<file path="src/rtl/branch_predictor.sv">
// branch_predictor: direct-mapped 2-bit counter predictor with target buffer, 0-cycle lookup.
// Optional saturating branch/mispredict counters when BP_STATS_EN is defined.
module branch_predictor #(
  parameter int ENTRIES = 16,
  parameter int IDX_W   = 4,
  parameter int XLEN    = 32
) (
  input  logic            clk,
  input  logic            rst,
  input  logic [XLEN-1:0] if_pc,
  output logic            pred_taken,
  output logic            pred_hit,
  output logic [XLEN-1:0] pred_target,
  input  logic            res_valid,
  input  logic [XLEN-1:0] res_pc,
  input  logic            res_taken,
  input  logic [XLEN-1:0] res_target,
  input  logic            res_pred_taken,
  input  logic [XLEN-1:0] res_pred_target,
  output logic            mispredict,
  output logic [XLEN-1:0] correct_pc
`ifdef BP_STATS_EN
  ,
  output logic [31:0]     stat_branches,
  output logic [31:0]     stat_mispredicts
`endif
);
  localparam int TAG_W = XLEN - IDX_W - 2;
  logic [ENTRIES-1:0] valid_q;
  logic [TAG_W-1:0]   tag_q [ENTRIES];
  logic [XLEN-1:0]    target_q [ENTRIES];
  logic [1:0]         ctr_q [ENTRIES];
  logic [IDX_W-1:0]   if_idx, res_idx;
  logic [TAG_W-1:0]   if_tag, res_tag;
  logic [1:0]         ctr_cur, ctr_d;
  logic               res_hit, wr_ctr, wr_alloc;
  assign if_idx      = if_pc[IDX_W+1:2];
  assign if_tag      = if_pc[XLEN-1:IDX_W+2];
  assign res_idx     = res_pc[IDX_W+1:2];
  assign res_tag     = res_pc[XLEN-1:IDX_W+2];
  assign pred_hit    = valid_q[if_idx] && (tag_q[if_idx] == if_tag);
  assign pred_taken  = pred_hit && ctr_q[if_idx][1];
  assign pred_target = pred_taken ? target_q[if_idx] : if_pc + XLEN'(4);
  assign mispredict  = res_valid && ((res_taken != res_pred_taken) ||
                                     (res_taken && (res_pred_target != res_target)));
  assign correct_pc  = res_taken ? res_target : res_pc + XLEN'(4);
  assign res_hit     = valid_q[res_idx] && (tag_q[res_idx] == res_tag);
  assign ctr_cur     = ctr_q[res_idx];
  // A miss can only reach here when taken (see wr_ctr), so it allocates weakly taken.
  assign ctr_d       = !res_hit  ? 2'b10 :
                       res_taken ? ((ctr_cur == 2'b11) ? 2'b11 : ctr_cur + 2'd1) :
                                   ((ctr_cur == 2'b00) ? 2'b00 : ctr_cur - 2'd1);
  assign wr_ctr      = res_valid && (res_hit || res_taken);
  assign wr_alloc    = res_valid && res_taken;
  always_ff @(posedge clk or posedge rst) begin
    if (rst) begin
      valid_q <= '0;
      for (int i = 0; i < ENTRIES; i++) ctr_q[i] <= 2'b01;
    end else begin
      if (wr_ctr) ctr_q[res_idx] <= ctr_d;
      if (wr_alloc) valid_q[res_idx] <= 1'b1;
    end
  end
  // Tag/target are meaningless while invalid, so they need no reset.
  always_ff @(posedge clk) begin
    if (wr_alloc) begin
      tag_q[res_idx]    <= res_tag;
      target_q[res_idx] <= res_target;
    end
  end
`ifdef BP_STATS_EN
  logic [31:0] stat_branches_q, stat_mispredicts_q;
  always_ff @(posedge clk or posedge rst) begin
    if (rst) begin
      stat_branches_q    <= '0;
      stat_mispredicts_q <= '0;
    end else if (res_valid) begin
      stat_branches_q    <= stat_branches_q + {31'b0, stat_branches_q != '1};
      stat_mispredicts_q <= stat_mispredicts_q + {31'b0, mispredict && (stat_mispredicts_q != '1)};
    end
  end
  assign stat_branches    = stat_branches_q;
  assign stat_mispredicts = stat_mispredicts_q;
`endif
endmodule
</file>
<file path="config.mk">
export PLATFORM = sky130hd
export DESIGN_NAME = branch_predictor
export DESIGN_NICKNAME = d
export VERILOG_FILES = /design/src/rtl/branch_predictor.sv
export SDC_FILE = /design/constraint.sdc
export NUM_CORES = 1
export LEC_CHECK = 0
export BUFFER_PORTS_ARGS = -buffer_cell sky130_fd_sc_hd__clkbuf_2
export CORE_UTILIZATION = 65
export CTS_CLUSTER_DIAMETER = 150
export CTS_CLUSTER_SIZE = 10
export DETAILED_ROUTE_END_ITERATION = 16
export PLACE_DENSITY = 0.82
export SETUP_SLACK_MARGIN = 0.2
export SKIP_CTS_REPAIR_TIMING = 1
export SLEW_MARGIN = 20
export SYNTH_ARGS = -nofsm -noshare
export SYNTH_HDL_FRONTEND = slang
export SYNTH_SLANG_ARGS = --single-unit
</file>
<file path="constraint.sdc">
create_clock -name clk -period 7.5 [get_ports clk]
set_input_delay 0.375 -clock clk [delete_from_list [all_inputs] [get_ports clk]]
set_output_delay 0.375 -clock clk [all_outputs]
set_load 0.02 [all_outputs]
</file>
After elaboration in Yosys (flattened, before gate mapping)
Memories as Yosys holds them, arrays and structs flattened.
Cells that the tools add are included.
- register bits: 48
- latch bits: 0
- bits in writable memories: 928
- bits in read-only memories: 0
- bits of input ports: 133
- word-level logic and storage cells: 72
- memories kept: 2
- memory list (memory ; words ; width ; read ports ; clocked after memory_dff ; write ports ; line ; source):
    target_q ; 16 ; 32 ; 1 ; 0 ; 1 ; 31 ; logic [XLEN-1:0] target_q [ENTRIES];
    tag_q ; 16 ; 26 ; 2 ; 0 ; 1 ; 30 ; logic [TAG_W-1:0] tag_q [ENTRIES];
- $add $sub $neg: 4
- multiply operators: 0
- divide/modulo/power cells: 0
- $lt $le $gt $ge: 6
- eq/ne operators: 5
- shifts and indexed selects: 0
- muxes and demuxes: 23
- bitwise operators: 3
- reduce and logical (&&, ||, !) cells: 12
- operators by type and width (kind ; number):
    adder 32 x 3 -> 32 bit, second input constant ; 2
    2-to-1 mux 32 bit ; 2
    equality test 26 bit ; 2
    bitwise mux 32 bit ; 1
    != test 32 bit ; 1
    2-to-1 mux 2 bit ; 9
    binary-select mux 2 bit (select 4 bit) ; 2
    bitwise OR 16 bit ; 1
    greater-or-equal comparator 5 bit, second input constant ; 2
    < comparator 4 x 5 -> 1 bit, second input constant ; 2
    NOT 4 -> 5 bit ; 2
    logical AND 1 bit ; 9
    binary-select mux 1 bit (select 4 bit) ; 2
    demux 2 bit (select 4 bit) ; 1
    < comparator 5 x 1 -> 1 bit, second input constant ; 1
    2-to-1 mux 1 bit ; 5
    demux 1 bit (select 4 bit) ; 1
    greater-or-equal comparator 4 x 1 -> 1 bit, second input constant ; 1
    adder 2 x 1 -> 2 bit, second input constant ; 1
    equality test 2 bit, second input constant ; 1
    logical NOT 2 bit ; 1
    logical OR 1 bit ; 2
    subtractor 2 x 1 -> 2 bit, second input constant ; 1
    != test 1 bit ; 1

Depth between registers and ports, before layout
- depth in word-level cells: 9
- mapped depth: 15

Least setup slack after synthesis
Ideal clock, no wire load.
- path kind: input-to-reg
- from: input res_pc[2]
- to: memory tag_q[10][0] (netlist name) (enable)
- library setup time: 0.476 ns
- data arrival time: 4.257 ns
- path slack: 2.767 ns
- cell stages on the path: 8
- buffers on the path: 4
- cells stage by stage: buf_4 > buf_2 > inv_2 > buf_2 > buf_2 > ha_1 > nand2_1 > nor2_1
- RTL lines (element ; line ; source):
    from (decl) ; 15 ; input logic [XLEN-1:0] res_pc,
    to (decl) ; 30 ;
No word-level cell before the write port.

Final worst setup path
- from: input if_pc[3]
- to: output pred_target[6]
- cells in the longest elaborated chain, start to end: 6
- elaborated cells between the ends (all ways): 13
- classes of those cells: 1 x add/sub; 1 x eq/ne; 6 x mux; 1 x bitwise; 2 x reduce/logical; 2 x memory
- RTL lines (element ; line ; source):
    from (decl) ; 10 ; input logic [XLEN-1:0] if_pc,
    branches (longest 5 deep; another with memory (16 x 26 bit)) ; - ;
    2-to-1 mux 32 bit * ; 43 ; assign pred_target = pred_taken ? target_q[if_idx] : if_pc + XLEN'(4);
    to (decl) ; 13 ; output logic [XLEN-1:0] pred_target,
Every way passes the cells marked *. The select of a mux whose other input is x is not followed.

==> results.sh <==
export IMPL_slew_viol_final=0
export IMPL_tightestPinTransition_ns=1.17
export IMPL_gr_total_overflow=0
export IMPL_yosysTopAreaCell="edfxtp_1"
export IMPL_critPathRequiredTime_ns=7.12
export IMPL_clk_pin_slew_ns=0.06
export IMPL_syn_inst=2545
export IMPL_die_area_um2=70500
export IMPL_grt_use_total_pct=41.2
export IMPL_slew_headroom_pct=22.1
export IMPL_final_util_pct=73.0
export IMPL_cts_root_buf="clkbuf_16"
export IMPL_synth_top_area_share_pct=61.8
export IMPL_min_period_ns=5.54
export IMPL_grt_pass1_vias=28800
export IMPL_ys_seq_area_share_pct=64.5
export IMPL_drtAntennaViolNets=0
export IMPL_grt_max_degree=105
export IMPL_setup_slack_ns=1.96
export IMPL_synthDistinctLibCells=73
export IMPL_mostFrequentLayoutCells="edfxtp_1 (928), mux4_2 (309), mux2i_1 (205)"
export IMPL_fillCellCount=3880
export IMPL_antenna_found_initial=18
export IMPL_drv_cap=0
export IMPL_h_tree_depth=3
export IMPL_place_ws_ns=2.18
export IMPL_synth_area_um2=45100
export IMPL_io_buffers=199
export IMPL_clkSinkCount=976
export IMPL_busiest_layer="met2"
export IMPL_drc=0
export IMPL_ys_flop_type="edfxtp_1"
export IMPL_synth_edf_count=928
export IMPL_skew_ns=0.0208
export IMPL_dp_cells=3571
export IMPL_final_setup_viol_count=0
export IMPL_grt_pass1_wl_um=203000
export IMPL_use_met3_pct=11.4
export IMPL_coreArea_um2=68600
export IMPL_first_pass_iters=8
export IMPL_end_kind="output port"
export IMPL_whs_ns=0.139
export IMPL_crit_arrival_ns=5.16
export IMPL_cts_made_buffers=107
export IMPL_dpl_hpwl_um=84600
export IMPL_power_mw=12.0
export IMPL_gr_usage_met2_pct=63.3
export IMPL_synth_seq_cells=976
export IMPL_cts_tree="done"
export IMPL_final_nets=2888
export IMPL_setup_tns_ns=0
export IMPL_ir_drop_v=0.000368
export IMPL_drive_above_1_share_pct=29.1
export IMPL_detail_route_wl_per_cell_um=38.5
export IMPL_p_per_area_nw_per_um2=240
export IMPL_vias=28600
export IMPL_gp_congestion=1.02
export IMPL_placed_area_um2=47000
export IMPL_period_share_pct=73.9
export IMPL_final_cell_count_no_fill=3717
export IMPL_syn_avg_cell_area_um2=17.7
export IMPL_worstPathMaxFanout=68
export IMPL_syn_nets=2683
export IMPL_outcome="completed"
export IMPL_vias_per_cell=7.71
export IMPL_finalHoldViolations=0
export IMPL_ys_warnings_count=0
export IMPL_async_reset_ff_share_pct=4.92
export IMPL_top_level_ports=200
export IMPL_crit_path_start_kind="input pin"
export IMPL_worstSetupStartpoint="if_pc[3]"
export IMPL_rows=96
export IMPL_initialDrtViolationCount=4748
export IMPL_synth_area_leaders="edfxtp_1 (62%), mux4_2 (15%), mux2i_1 (4.5%), dfrtp_1 (1.8%), mux2_2 (1.4%)"
export IMPL_r2r_start="tag_q[8][13]"
export IMPL_hp_start="res_target[6]"
export IMPL_fmax_mhz=181
export IMPL_final_common_cell="edfxtp_1"
export IMPL_p_leak_nw=16.8
export IMPL_die_h_um=265
export IMPL_cts_buffer_depth=3
export IMPL_die_w_um=265
export IMPL_wl_um=143000
export IMPL_final_cell_area_um2=50000
export IMPL_grt_use_met1_pct=53.3
export IMPL_path_class="input pin to output port"
export IMPL_hold_path_class="input pin to flop"
export IMPL_initial_core_util_pct=65.8
export IMPL_area_growth_pct=10.9
export IMPL_rsz0062_at_grt="no"
export IMPL_clock_latency_ns=0.67
## worst max-delay path, stage by stage
cell	delay [ns]
buf_8	0.50
buf_4	0.80
mux2i_1	0.20
a22o_1	0.28
o21ai_0	0.57
mux2i_1	0.33
nand4b_1	0.13
nor3_1	0.19
and4_2	1.02
mux2_2	0.44
clkbuf_2	0.17
## synth_stat cells, types with 16 or more instances
cell type / n
xnor2_1: 70
or2_2: 19
o21ai_0: 62
edfxtp_1: 928
nand4_1: 33
a22o_1: 27
buf_2: 57
inv_1: 28
nor2_1: 53
dfstp_2: 16
o22ai_1: 19
clkbuf_1: 65
a21oi_1: 35
mux4_2: 309
mux2_2: 56
a22oi_1: 36
nand2_1: 118
dfrtp_1: 32
xor2_1: 58
nand3_1: 42
mux2i_1: 205
buf_4: 23
nor4_1: 16
## power breakdown
part	switching, mW	internal [mW]	total (mW)
clock network	2.08	2.62	4.70
registers	0.0547	6.07	6.13
logic	0.730	0.444	1.17
## layer usage
metal,wire (um),part of all wire [%]
met3,20300,14
met4,9090,6.4
met2,66800,47
met1,46700,33
met5,118,0.083
## flip-flops by register name, summed over array words and instances, names as in the netlist
name and count:
target_q 512, tag_q 416, ctr_q 32, valid_q 16
## logic make-up after synthesis
logic type,Yosys count,share of synthesized area (%)
flops,976,64.5
fa+ha+maj,7,0.183
mux,581,22.0
xor+xnor,128,2.49
buf+inv,190,2.07
compound gates,281,4.41
simple gates,382,4.36
## worst paths after layout
kind | end | slack (ns) | depth (start not counted)
min in group asynchronous | ctr_q[23] | 0.39 | 3
max in group asynchronous | ctr_q[3] | 6.61 | 3
min reg2reg | valid_q[2] | 0.49 | 1
max reg2reg | ctr_q[12] | 3.58 | 8
min | target_q[3][6] | 0.14 | 1
max | pred_target[6] | 1.96 | 11
## cell type report
class	instances	area, um^2	area share (%)
inverter	31	124	0.248
multi-input combinational	1379	15200	30.4
clock inverter	7	186	0.373
sequential	976	29100	58.1
antenna	10	25.0	0.0500
tap	931	1160	2.33
timing repair buffer	255	1480	2.95
clock buffer	128	2780	5.55
(Power assumes the default switching activity.)
